### src/rtl/int_mul_var_lat.sv
// Variable-latency iterative shift-add multiplier behind val/rdy request and
// response interfaces. It stops early once the remaining multiplier bits are zero.
module int_mul_var_lat #(
   parameter int NBITS = 32
) (
   input  logic               clk,
   input  logic               reset,
   input  logic               req_val,
   output logic               req_rdy,
   input  logic [2*NBITS-1:0] req_msg,
   input  logic               req_signed,
   output logic               resp_val,
   input  logic               resp_rdy,
   output logic [2*NBITS-1:0] resp_msg
);

   localparam logic [1:0] IDLE = 2'd0;
   localparam logic [1:0] CALC = 2'd1;
   localparam logic [1:0] DONE = 2'd2;

   logic [1:0]         state;
   logic [2*NBITS-1:0] a_reg;
   logic [NBITS-1:0]   b_reg;
   logic [2*NBITS-1:0] result;
   logic               neg;

   logic [NBITS-1:0]   a_in;
   logic [NBITS-1:0]   b_in;
   logic [NBITS-1:0]   a_mag;
   logic [NBITS-1:0]   b_mag;
   logic [NBITS-1:0]   b_shift;
   logic [2*NBITS-1:0] sum;
   logic               req_go;
   logic               resp_go;

   assign a_in = req_msg[2*NBITS-1:NBITS];
   assign b_in = req_msg[NBITS-1:0];

   // Magnitudes fit in NBITS unsigned bits, including the most-negative value.
   assign a_mag = (req_signed && a_in[NBITS-1]) ? -a_in : a_in;
   assign b_mag = (req_signed && b_in[NBITS-1]) ? -b_in : b_in;

   assign b_shift = b_reg >> 1;
   assign sum     = result + (b_reg[0] ? a_reg : '0);

   always_comb begin
      req_rdy  = 1'bx;
      resp_val = 1'bx;
      case (state)
         IDLE: begin
            req_rdy  = 1'b1;
            resp_val = 1'b0;
         end
         CALC: begin
            req_rdy  = 1'b0;
            resp_val = 1'b0;
         end
         DONE: begin
            req_rdy  = 1'b0;
            resp_val = 1'b1;
         end
         default: begin
            req_rdy  = 1'bx;
            resp_val = 1'bx;
         end
      endcase
   end

   assign req_go   = req_val & req_rdy;
   assign resp_go  = resp_val & resp_rdy;
   assign resp_msg = result;

   // The sign is applied on the last CALC cycle, once no multiplier bits remain.
   always_ff @(posedge clk or negedge reset) begin
      if (!reset) begin
         state  <= IDLE;
         a_reg  <= '0;
         b_reg  <= '0;
         result <= '0;
         neg    <= 1'b0;
      end else begin
         case (state)
            IDLE: begin
               if (req_go) begin
                  a_reg  <= {{NBITS{1'b0}}, a_mag};
                  b_reg  <= b_mag;
                  result <= '0;
                  neg    <= req_signed & (a_in[NBITS-1] ^ b_in[NBITS-1]);
                  state  <= CALC;
               end
            end
            CALC: begin
               a_reg <= a_reg << 1;
               b_reg <= b_shift;
               if (b_shift == '0) begin
                  result <= neg ? -sum : sum;
                  state  <= DONE;
               end else begin
                  result <= sum;
               end
            end
            DONE: begin
               if (resp_go) state <= IDLE;
            end
            default: state <= IDLE;
         endcase
      end
   end

endmodule

### config.mk
export PLATFORM = sky130hd
export DESIGN_NAME = int_mul_var_lat
export DESIGN_NICKNAME = d
export VERILOG_FILES = /design/src/rtl/int_mul_var_lat.sv
export SDC_FILE = /design/constraint.sdc
export NUM_CORES = 1
export LEC_CHECK = 0
export ABC_AREA = 1
export BUFFER_PORTS_ARGS = -buffer_cell sky130_fd_sc_hd__buf_2
export CORE_MARGIN = 2
export CORE_UTILIZATION = 38
export DETAILED_ROUTE_END_ITERATION = 16
export GPL_TIMING_DRIVEN = 0
export PLACE_DENSITY = 0.6
export SLEW_MARGIN = 20
export SYNTH_ARGS = -nofsm -noshare
export SYNTH_HDL_FRONTEND = slang
export SYNTH_SLANG_ARGS = --single-unit
### constraint.sdc
create_clock -name clk -period 3.9 [get_ports clk]
set_clock_uncertainty 0.05 [all_clocks]
set_input_delay 0.195 -clock clk [delete_from_list [all_inputs] [get_ports clk]]
set_output_delay 0.195 -clock clk [all_outputs]
set_load 0.05 [all_outputs]
# Word-level counts from Yosys, hierarchy flattened
# Cells that the tools add are included.
[word_totals]
elab_cells = 45
output_inout_bits = 66
inputBits = 69
ff_bits = 163
[classes]
eq_ne = 5
addsub = 4
muxes = 17
n_reduce_logical = 10
bitwise_logic = 4
[op_table]
columns = ["op", "n"]
rows = [
  ["64-bit two-way mux", 5],
  ["64-bit one-hot mux with 2 select lines", 2],
  ["32-bit two-way mux", 3],
  ["64-bit adder", 1],
  ["32-bit negation", 2],
  ["64-bit negation", 1],
  ["32-bit one-hot mux with 2 select lines", 1],
  ["32-bit zero test", 1],
  ["2-bit two-way mux", 3],
  ["2-bit inequality test (second input constant)", 3],
  ["2-bit one-hot mux with 3 select lines", 1],
  ["1-bit one-hot mux with 2 select lines", 2],
  ["2-bit AND reduction", 2],
  ["2-bit OR reduction", 2],
  ["1-bit AND", 3],
  ["3-bit AND reduction", 1],
  ["2-bit by 1-bit equality test with 1-bit output (second input constant)", 1],
  ["2-bit equality test (second input constant)", 1],
  ["1-bit logical AND", 2],
  ["2-bit zero test", 1],
  ["2-bit nonzero test", 1],
  ["1-bit bitwise XOR", 1],
]

# Longest topological paths before layout
# Gate-level depths: netlist of run 1.
[logic_depth]
depth_word = 6
mapped_depth = 30
depth_no_buf = 28

# Worst setup path before layout of run 1
# No wires, ideal clock.
[synth_timing]
path_type = "register to register"
from = "register b_reg[0]"
to = "register result[54], in the netlist resp_msg[54]"
path_slack_ns = 0.396
t_arrival_ns = 3.336
path_stages_with_launch = 26
period_less_slack_ns = 3.504
n_path_buf = 2
t_required_ns = 3.732
setup_ns = 0.118
path_cell_list = "dfrtp_1 clkbuf_1 clkbuf_1 nand2_1 inv_1 ha_1 inv_1 fa_1 ha_1 inv_1 nor2_1 nand3_1 nor2_2 nand2_1 nor2_2 nand2_1 nor2_2 nand2_2 nor2_4 nand2_1 nand2_2 nand3_2 nor2_1 nand2_1 nand3_1 nand2_1"
[synth_via]
elab_chain_len = 6
[synth_rtl]
columns = ["element", "line_no", "text"]
rows = [
  ["start: declaration", "23", "logic [NBITS-1:0] b_reg;"],
  ["start signal: assignment", "86", "b_reg <= b_mag;"],
  ["start signal: assignment", "94", "b_reg <= b_shift;"],
  ["64-bit two-way mux (*)", "44", "assign sum = result + (b_reg[0] ? a_reg : '0);"],
  ["64-bit adder (*)", "44", ""],
  ["64-bit negation", "96", "result <= neg ? -sum : sum;"],
  ["64-bit two-way mux", "96", ""],
  ["64-bit two-way mux (*)", "95", "if (b_shift == '0) begin"],
  ["64-bit one-hot mux with 2 select lines (*)", "82", "case (state)"],
  ["end signal: assignment", "96", ""],
  ["end signal: assignment", "99", "result <= sum;"],
  ["end: declaration", "24", "logic [2*NBITS-1:0] result;"],
]
# Mark *: on every way between the ends. The rest lies on a longest branch, timed or not.
# A chain may end at the register's enable or synchronous reset.

# Worst setup path in the final report of run 1
[layout_timing]
from = "register b_reg[0]"
to = "register result[45], in the netlist resp_msg[45]"
# Same word-level chain as after synthesis.

==> metrics, run 1 <==
fmax between 0.2 and 0.3 GHz; slew margin rel. 41.3%; HP Class in2reg; Post-Syn Area 0.0168 mm2; die width 214 um; dpl hpwl 60.3 mm; Yosys reg bits 163; leakage 0.0114 uW; Hold Worst Slack 0.00708 ns; ratio of cells with drive above 1 in the final layout 18.5%; Non-Filler Instances ~3800; status complete, no violations; PwrDens ~620 mW/mm2; via count 19800; Worst setup EP type flip-flop; Reg power frac 21.0%; ANT cells 0; startpoint class of the critical path flip-flop; total clock sinks 163; WP data required 4.25 ns; total core area 0.0439 mm2; synth top area cells nand2_1, dfrtp_1, inv_1, nand3_1, nor2_1; Yosys top cell by area nand2_1; clock latency on the worst-skew pair about 0.46 ns; clock share of power 14.1%; Hold Vio Cnt, Final 0; Inst Count DP 3695; Comb power frac between 60% and 70%; worst min-delay path startpoint req_msg[31]; Layout area overhead 24.4%; hold endpoint neg; grt total ovfl 0; Pwr Total 13000 uW; DP Area approximately 0.018 mm2; Max Cap Violations 0; worst slew pin tran ~0.88 ns; most common cell after layout, fill and taps aside nand2_1; initial core utilization 38.3%; cell count after synthesis 2967; Global Route Usage Sum 30.8%; drt drc 0; final net count about 3300; CTS tree built; Int Power just under 6000 uW; unrepaired setup endpoints after global routing yes; die area 0.0460 mm2; syn_area_per_cell 5.67 um2; period utilization 96.0%; Seq/Total Area, Yosys 24.2%; drt wl/cell 19.4 um; Final Critical Period roughly 3.7 ns; Switching Share 55.5%; VDD IR max roughly 0.61 mV; initial antenna violation count 0; EDFF count, synth 0; vias in the first global route 18300; routability cong. ~1.0; first-pass GRT wire length ~110 mm; Die Y between 200 and 250 um; First DRT Iteration DRCs ~1900; Reg2Reg Capture Point resp_msg[45]; post-synth top area share 25.8%; clk buf depth 2; WHS Path Cells 3; Num CTS Buffers 17; Synth async-reset ratio 100%; RR Startpoint b_reg[0]; std cell rows between 70 and 80; Slew Limit Fails 0; PortBufs 134; WS Path Type reg2reg; internal reg-to-reg setup slack ~0.15 ns; final setup vio count 0; Worst-path clk slew 0.08 ns; final instance area 0.0209 mm2; crit path max fanout 10; reg2reg path depth 23; drt pass-1 iters 7; post-synthesis cell type count between 40 and 50; Critical Path AT 4.09 ns; H-tree levels 4; commonest non-fill, non-tap cells in the layout nand2_1, inv_1, dfrtp_1; Post-Syn Nets 3106; Via density about 5.3; Switching Power 7190 uW; YS warnings 0; Final ANT Viol Nets 0; largest net degree at the start of global routing 76; final WL approximately 73 mm; Top Ports roughly 140; Post-synth top flop dfrtp_1; clock root cell clkbuf_16
==> critical path, stage by stage (launching register included) <==
cell and delay (ns):
dfrtp_2 0.49, buf_4 0.18, clkbuf_4 0.17, nand2_1 0.08, inv_1 0.09, ha_4 0.34, nand2_2 0.11, nor2_4 0.16
nand2_1 0.15, nor2_1 0.12, nand2_1 0.11, nand3_2 0.16, nand2_1 0.08, nand2_2 0.13, nand2_2 0.12, nor2_4 0.15
buf_12 0.12, nand3_4 0.08, nand3b_1 0.24, nor2_2 0.17, nor2_1 0.05, nand2_1 0.10, nand3_2 0.13, nand2_1 0.10
==> stage by stage <==
stage / setup TNS (ns) / utilization, % / worst slack, ns
final: 0 / 47.6 / 0.155
after global placement: -60.51 / 41.5 / -0.997
after CTS: -0.126 / 44.1 / -0.0465
after global routing: -0.154 / 47.6 / -0.0231
after floorplan: 0 / - / 0.396
after detailed placement: -33.00 / 41.7 / -1.03
==> cells by family after synthesis <==
family	after synthesis	share of synthesized area, %
xor gates and xnor gates	36	1.87
adders and majority gates	70	5.25
and+or+nand+nor	1730	42.5
AOI/OAI and AO/OA	362	12.6
buffers and inverters	606	13.5
DFF	163	24.2
==> timing repair <==
action | in CTS | in global routing
resized for setup | 116 | 338
hold endpoints to repair | 166 | 0
endpoints found under the setup margin | 49 | 41
hold buffers | 4 | 0
pin swaps | 8 | 50
cloned | 0 | 1
setup buffers | 5 | 18
==> cells in the mapped netlist (10+ instances only) <==
library cell,instances
nand2_1,1155
clkbuf_1,51
inv_1,533
ha_1,69
o21ai_0,120
nor3_1,33
o211ai_1,22
nand3_2,10
nand3b_1,12
nand2_2,19
a21oi_1,121
nand3_1,186
xor2_1,24
o22ai_1,36
nor4_1,16
o221ai_1,30
nor2_1,235
nor2_2,18
dfrtp_1,163
nand4_1,29
xnor2_1,12
==> cell type report <==
| type | count | area (um2) |
|---|---|---|
| Clock inverter | 13 | 158 |
| Fill cell | 4769 | 23000 |
| Inverter | 543 | 2040 |
| Sequential cell | 163 | 4080 |
| Clock buffer | 19 | 453 |
| Multi-Input combinational cell | 2198 | 12200 |
| Buffer | 62 | 263 |
| Timing Repair Buffer | 164 | 1020 |
| Tap cell | 592 | 741 |
==> worst max path at each step <==
stage	from	end	slack [ns]	depth (start not counted)
floorplan	b_reg[0]	resp_msg[54]	0.40	25
global placement	b_reg[0]	resp_msg[61]	-1.0	27
detailed placement	b_reg[0]	resp_msg[61]	-1.03	27
CTS	b_reg[0]	resp_msg[52]	-0.05	22
global route	b_reg[0]	resp_msg[61]	-0.02	26
finish	b_reg[0]	resp_msg[45]	0.15	23
==> power groups by stage <==
stage / clock (uW) / sequential [uW] / combinational, uW
6_report: 1820 / 2730 / 8400
5_1_grt: 1910 / 2780 / 9080
4_1_cts: 1850 / 2670 / 7140
3_5_place_dp: 0 / 2690 / 6860
3_3_place_gp: 0 / 2680 / 6780
2_1_floorplan: 0 / 3050 / 4280
==> per-layer routing <==
metal / vias to the layer above / part of all wire [%] / GRT usage, %
met1: 9230 / 45 / 43.1
met5: - / 0 / 0
met3: 118 / 8.2 / 4.62
li1: 9678 / - / -
met2: 797 / 44 / 48.8
met4: 0 / 3.1 / 9.91
Power figures use the tool's default switching activity.
==> run 2, diff against run 1 <==
==> constraint.sdc (replaced) <==
create_clock -name clk -period 3.6 [get_ports clk]
set_clock_uncertainty 0.05 [all_clocks]
set_input_delay 0.18 -clock clk [delete_from_list [all_inputs] [get_ports clk]]
set_output_delay 0.18 -clock clk [all_outputs]
set_load 0.05 [all_outputs]
==> run 2 against run 1 <==
Net effect: clock power is 9% higher; cell count is 1.3% higher; register-to-register slack worse by 0.14 ns; total power is 17% higher; non-clock buffer count is 47 higher; flip-flop and latch count stayed put; highest routed layer unchanged.
==> metrics, run 2 (same netlist as run 1, synthesis figures left out) <==
Max Cap Violations 0; Filler Cells Inserted between 4000 and 5000; fmax 0.279 GHz; leakage 0.0120 uW; clock share of power 13.1%; Crit-path slowest cell dfrtp_2; worst min-delay path startpoint req_msg[25]; Reg power frac 19.8%; CP Buf/Inv Count 4; Slew Limit Fails 0; die width about 210 um; Reg2Reg Capture Point resp_msg[51]; hold endpoint b_reg[25]; initial antenna violation count 0; H-tree levels 4; slew margin rel. 43.4%; Final Critical Period 3.59 ns; WS Path Type reg2reg; PwrDens ~670 mW/mm2; Layout area overhead 34.0%; unrepaired setup endpoints after global routing yes; initial core utilization 38.3%; final WL 74.6 mm; ANT cells 0; Via density 5.29; largest net degree at the start of global routing 76; ratio of cells with drive above 1 in the final layout 26.7%; crit-path most repeated cell nand2_4; Hold Vio Cnt, Final 0; final setup vio count 0; routability cong. 1.03; total clock sinks around 160; most common cell after layout, fill and taps aside nand2_1; Non-Filler Instances 3801; HP Class in2reg; largest stage delay on the critical path approximately 0.47 ns; Top delay family on crit path simple AND/OR/NAND/NOR gates; grt total ovfl 0; Switching Share 55.3%; PortBufs 134; dpl hpwl 60.3 mm; vias in the first global route ~19000; WHS Path Cells 3; Comb power frac 67.2%; drt drc 0; final net count 3335; Hold Worst Slack ~0.013 ns; first-pass GRT wire length about 110 mm; commonest non-fill, non-tap cells in the layout nand2_1, inv_1, nand2_2; Num CTS Buffers 17; Switching Power 8380 uW; First DRT Iteration DRCs 1889; DP Area about 0.018 mm2; clk buf depth 2; worst path cell trace buf_8 -> nand2_4 -> inv_2 -> ha_4 -> inv_2 -> fa_2 -> inv_2 -> nand3_4 -> nand2_4 -> nand2_4 -> nand2_4 -> nand2_2 -> nand2_2 -> nand2_2 -> nor2_4 -> nand3_4 -> nor2_4 -> nand3_4 -> nor2_4 -> nand4_1 -> nand2_1 -> nand2_1 -> nand3_2 -> nand2_1; clock latency on the worst-skew pair 0.46 ns; Int Power ~6800 uW; Worst setup EP type flip-flop; drt pass-1 iters 7; CTS tree built; reg2reg path depth 24; internal reg-to-reg setup slack 0.01 ns; Die Y between 200 and 250 um; std cell rows 77; Worst-path clk slew 0.08 ns; Critical Path AT between 3 and 4 ns; total core area 0.0439 mm2; die area 0.0460 mm2; drt wl/cell 19.6 um; via count 20100; startpoint class of the critical path flip-flop; period utilization 99.6%; worst slew pin tran 0.849 ns; Inst Count DP ~3700; clock root cell clkbuf_16; final instance area between 0.02 and 0.025 mm2; crit path max fanout 5; VDD IR max approximately 0.66 mV; Final ANT Viol Nets 0; Global Route Usage Sum 31.3%; Top Ports 135; RR Startpoint b_reg[0]; WP data required 3.90 ns; status complete, no violations
==> run 2: cell types whose count changed in the layout (fill, tap and decap cells not counted), moves of 26 or more <==
cell | before | now
buf_4 | 19 | 60
nor2_1 | 145 | 116
inv_1 | 515 | 489
nand2_4 | 18 | 55
nor2_4 | 60 | 92
nand2_1 | 1052 | 931
nand2_2 | 104 | 188
==> run 2: worst reg2reg max path: cells and delay by family (launching register included) <==
family        cells  cell delay (ns)
simple gates     18             2.13
flops             1             0.47
buf+inv           4             0.35
fa+ha+maj         2             0.50
==> run 2: repair_timing <==
action | 4_1_cts | 5_1_grt
endpoints found under the hold margin | 166 | 0
setup buffers | 30 | 39
cloned | 1 | 0
endpoints found under the setup margin | 55 | 49
gates resized for setup | 388 | 411
pin swaps | 69 | 115
hold buffers | 5 | 0
==> run 2: worst max path at each step <==
| stage | startpoint | endpoint | slack (ns) | depth (start not counted) |
|---|---|---|---|---|
| 2_1_floorplan | b_reg[0] | resp_msg[54] | 0.1 | 25 |
| 3_3_place_gp | b_reg[0] | resp_msg[61] | -1.30 | 27 |
| 3_5_place_dp | b_reg[0] | resp_msg[61] | -1.33 | 27 |
| 4_1_cts | b_reg[0] | resp_msg[61] | -0.05 | 24 |
| 5_1_grt | b_reg[0] | resp_msg[59] | -0.14 | 26 |
| 6_report | b_reg[0] | resp_msg[51] | 0.01 | 24 |
==> run 2: power groups by stage <==
stage | Clock [uW] | Combinational (uW) | Sequential [uW]
final | 1980 | 10200 | 2990
after global routing | 2070 | 10900 | 3050
after CTS | 2000 | 8620 | 2940
after detailed placement | 0 | 7430 | 2910
after global placement | 0 | 7350 | 2900
after floorplan | 0 | 4640 | 3300
==> run 2: metal layers <==
layer	up-vias	routed length (um)	GRT usage, %
met5	-	0	0
li1	9769	-	-
met4	0	2420	10.7
met1	9462	33500	43.6
met3	125	5490	4.62
met2	769	33100	49.6
==> run 2: layout make-up <==
| type | count | area (um2) | share of cell area [%] |
|---|---|---|---|
| Inverter | 543 | 2050 | 9.07 |
| Buffer | 62 | 278 | 1.23 |
| Clock buffer | 19 | 453 | 2.01 |
| Clock inverter | 13 | 158 | 0.699 |
| Tap cell | 592 | 741 | 3.28 |
| Multi-Input combinational cell | 2198 | 13400 | 59.5 |
| Timing Repair Buffer | 211 | 1380 | 6.12 |
| Sequential cell | 163 | 4080 | 18.1 |
==> run 2: through the flow <==
stage          utilization (%)  power, uW  setup WS [ns]  TNS [ns]
6_report                  51.4      15200         0.0142         0
5_1_grt                   51.4      16000         -0.143     -1.85
4_1_cts                   47.2      13600        -0.0478    -0.228
3_5_place_dp              41.7      10300          -1.33    -48.55
3_3_place_gp              41.5      10300          -1.30   -122.28
2_1_floorplan                -       7940         0.0962         0
==> run 3, diff against run 2 <==
--- a/config.mk
+++ b/config.mk
@@ -11,7 +11,7 @@
 export CORE_UTILIZATION = 38
 export DETAILED_ROUTE_END_ITERATION = 16
 export GPL_TIMING_DRIVEN = 0
-export PLACE_DENSITY = 0.6
+export PLACE_DENSITY_LB_ADDON = 0.15
 export SLEW_MARGIN = 20
 export SYNTH_ARGS = -nofsm -noshare
 export SYNTH_HDL_FRONTEND = slang
==> run 3 against run 2 <==
Net effect: core utilization decreased by 1.1 points; non-clock buffer count grew 2; register-to-register slack is essentially flat; sequential power barely moved; largest power group unchanged.
==> metrics, run 3 (same netlist as run 1, synthesis figures left out) <==
status complete, no violations; drt drc 0; Hold Worst Slack 0.0244 ns; first-pass GRT wire length ~110 mm; slew margin rel. a little under two fifths; clock root cell clkbuf_16; ratio of cells with drive above 1 in the final layout 24.1%; via count 20000; HP Class in2reg; commonest non-fill, non-tap cells in the layout nand2_1, inv_1, nand2_2, dfrtp_1, nand3_1; crit-path most repeated cell nor2_4; routability cong. between 0.9 and 1; Die Y 214 um; CTS tree built; startpoint class of the critical path flip-flop; die width 214 um; PortBufs between 100 and 150; worst path cell trace buf_8 -> nand2_4 -> inv_2 -> ha_4 -> inv_2 -> fa_2 -> ha_4 -> inv_4 -> nor2_4 -> nand3_2 -> nor2_4 -> nand2_4 -> nor2_4 -> nand3_4 -> nor2_4 -> nand4_1 -> nor2_2 -> nand3_2 -> nand2_1 -> nand2_1 -> nand3_2 -> nand2_1; clock latency on the worst-skew pair 0.48 ns; std cell rows 77; total clock sinks roughly 160; First DRT Iteration DRCs 1715; final net count 3337; die area 0.0460 mm2; total core area between 0.04 and 0.05 mm2; drt wl/cell 19.3 um; PwrDens 673 mW/mm2; drt pass-1 iters 8; initial antenna violation count 0; Layout area overhead 31.2%; WP data required 3.92 ns; Crit-path slowest cell fa_2; Final Critical Period roughly 3.6 ns; final instance area 0.0221 mm2; Top delay family on crit path simple AND/OR/NAND/NOR gates; unrepaired setup endpoints after global routing yes; Worst-path clk slew 0.08 ns; Critical Path AT about 3.9 ns; VDD IR max about 0.7 mV; fmax between 0.2 and 0.3 GHz; DP Area approximately 0.018 mm2; Final ANT Viol Nets 0; initial core utilization roughly two fifths; grt total ovfl 0; most common cell after layout, fill and taps aside nand2_1; largest stage delay on the critical path a little under 0.6 ns; Max Cap Violations 0; Hold Vio Cnt, Final 0; Worst setup EP type flip-flop; Via density 5.26; largest net degree at the start of global routing 88; Num CTS Buffers 17; vias in the first global route 18600; dpl hpwl 60.1 mm; CP Buf/Inv Count 4; H-tree levels 4; period utilization 99.4%; Top Ports 135; Global Route Usage Sum about a third; worst slew pin tran 0.920 ns; final WL ~74 mm; WS Path Type reg2reg; final setup vio count 0; leakage 0.0117 uW; Slew Limit Fails 0; crit path max fanout 8; clk buf depth 2
-- run 3: cell types whose count changed in the layout (fill, tap and decap cells not counted), sizes merged --
cell,previous run,this run
dlygate4sd3,5,10
clkbuf,70,66
inv,549,546
clkinv,4,6
bufinv,2,3
clkinvlp,1,2
diode,0,1
-- run 3: area by class of cell --
class                   count  area (um2)
diodes                      1        2.50
plain buffers              62         288
clock buffers              18         429
clock inverters            14         195
fillers                  4686       21800
inverters                 543        2040
multi-input cells        2198       13000
flip-flops and latches    163        4080
well taps                 592         741
repair buffers            213        1360
-- run 3: final timing paths --
check | startpoint | to | slack [ns] | depth (start not counted)
max | b_reg[0] | resp_msg[52] | 0.02 | 22
min | req_msg[5] | b_reg[5] | 0.02 | 3
max reg2reg | b_reg[0] | resp_msg[52] | 0.02 | 22
min reg2reg | a_reg[63] | a_reg[63] | 0.44 | 2
max in group asynchronous | reset | b_reg[0] | 2.42 | 4
min in group asynchronous | reset | a_reg[12] | 0.03 | 2
-- run 3: worst register-to-register path: stages, from the launching register on --
cell	delay, ns
dfrtp_2	0.48
buf_8	0.16
nand2_4	0.04
inv_2	0.06
ha_4	0.13
inv_2	0.03
fa_2	0.58
ha_4	0.16
inv_4	0.04
nor2_4	0.10
nand3_2	0.09
nor2_4	0.15
nand2_4	0.08
nor2_4	0.17
nand3_4	0.11
nor2_4	0.18
nand4_1	0.25
nor2_2	0.22
nand3_2	0.11
nand2_1	0.07
nand2_1	0.07
nand3_2	0.07
nand2_1	0.06
-- run 3: layer usage --
metal	vias to the layer above	routed length, um	global-route usage [%]
met4	0	2300	10.1
li1	9794	-	-
met2	684	32700	49.9
met1	9423	33800	44.3
met5	-	0	0
met3	117	4780	3.53
-- run 3: through the flow --
step	setup slack (ns)	setup TNS, ns	cells	total power (uW)	utilization [%]
5_1_grt	-0.0900	-1.06	3803	15800	50.3
4_1_cts	-0.0551	-0.150	3771	13700	47.1
3_5_place_dp	-1.36	-48.70	3695	10400	41.7
6_report	0.0208	0	3804	14900	50.3
3_3_place_gp	-1.35	-127.50	3693	10300	41.5
2_1_floorplan	0.0962	0	2967	7940	-
-- run 3: report_power, final --
| group | leakage (uW) | internal [uW] | switching (uW) |
|---|---|---|---|
| Sequential | 0.00216 | 2400 | 571 |
| Clock | 0.000300 | 1120 | 941 |
| Combinational | 0.00926 | 3170 | 6660 |
-- run 3: what timing repair did --
item / in CTS / in global routing
hold buffers: 10 / 0
gates resized for setup: 360 / 313
pin swaps: 62 / 75
buffers inserted: 35 / 32
endpoints found under the hold margin: 95 / 0
setup endpoints to repair: 55 / 43
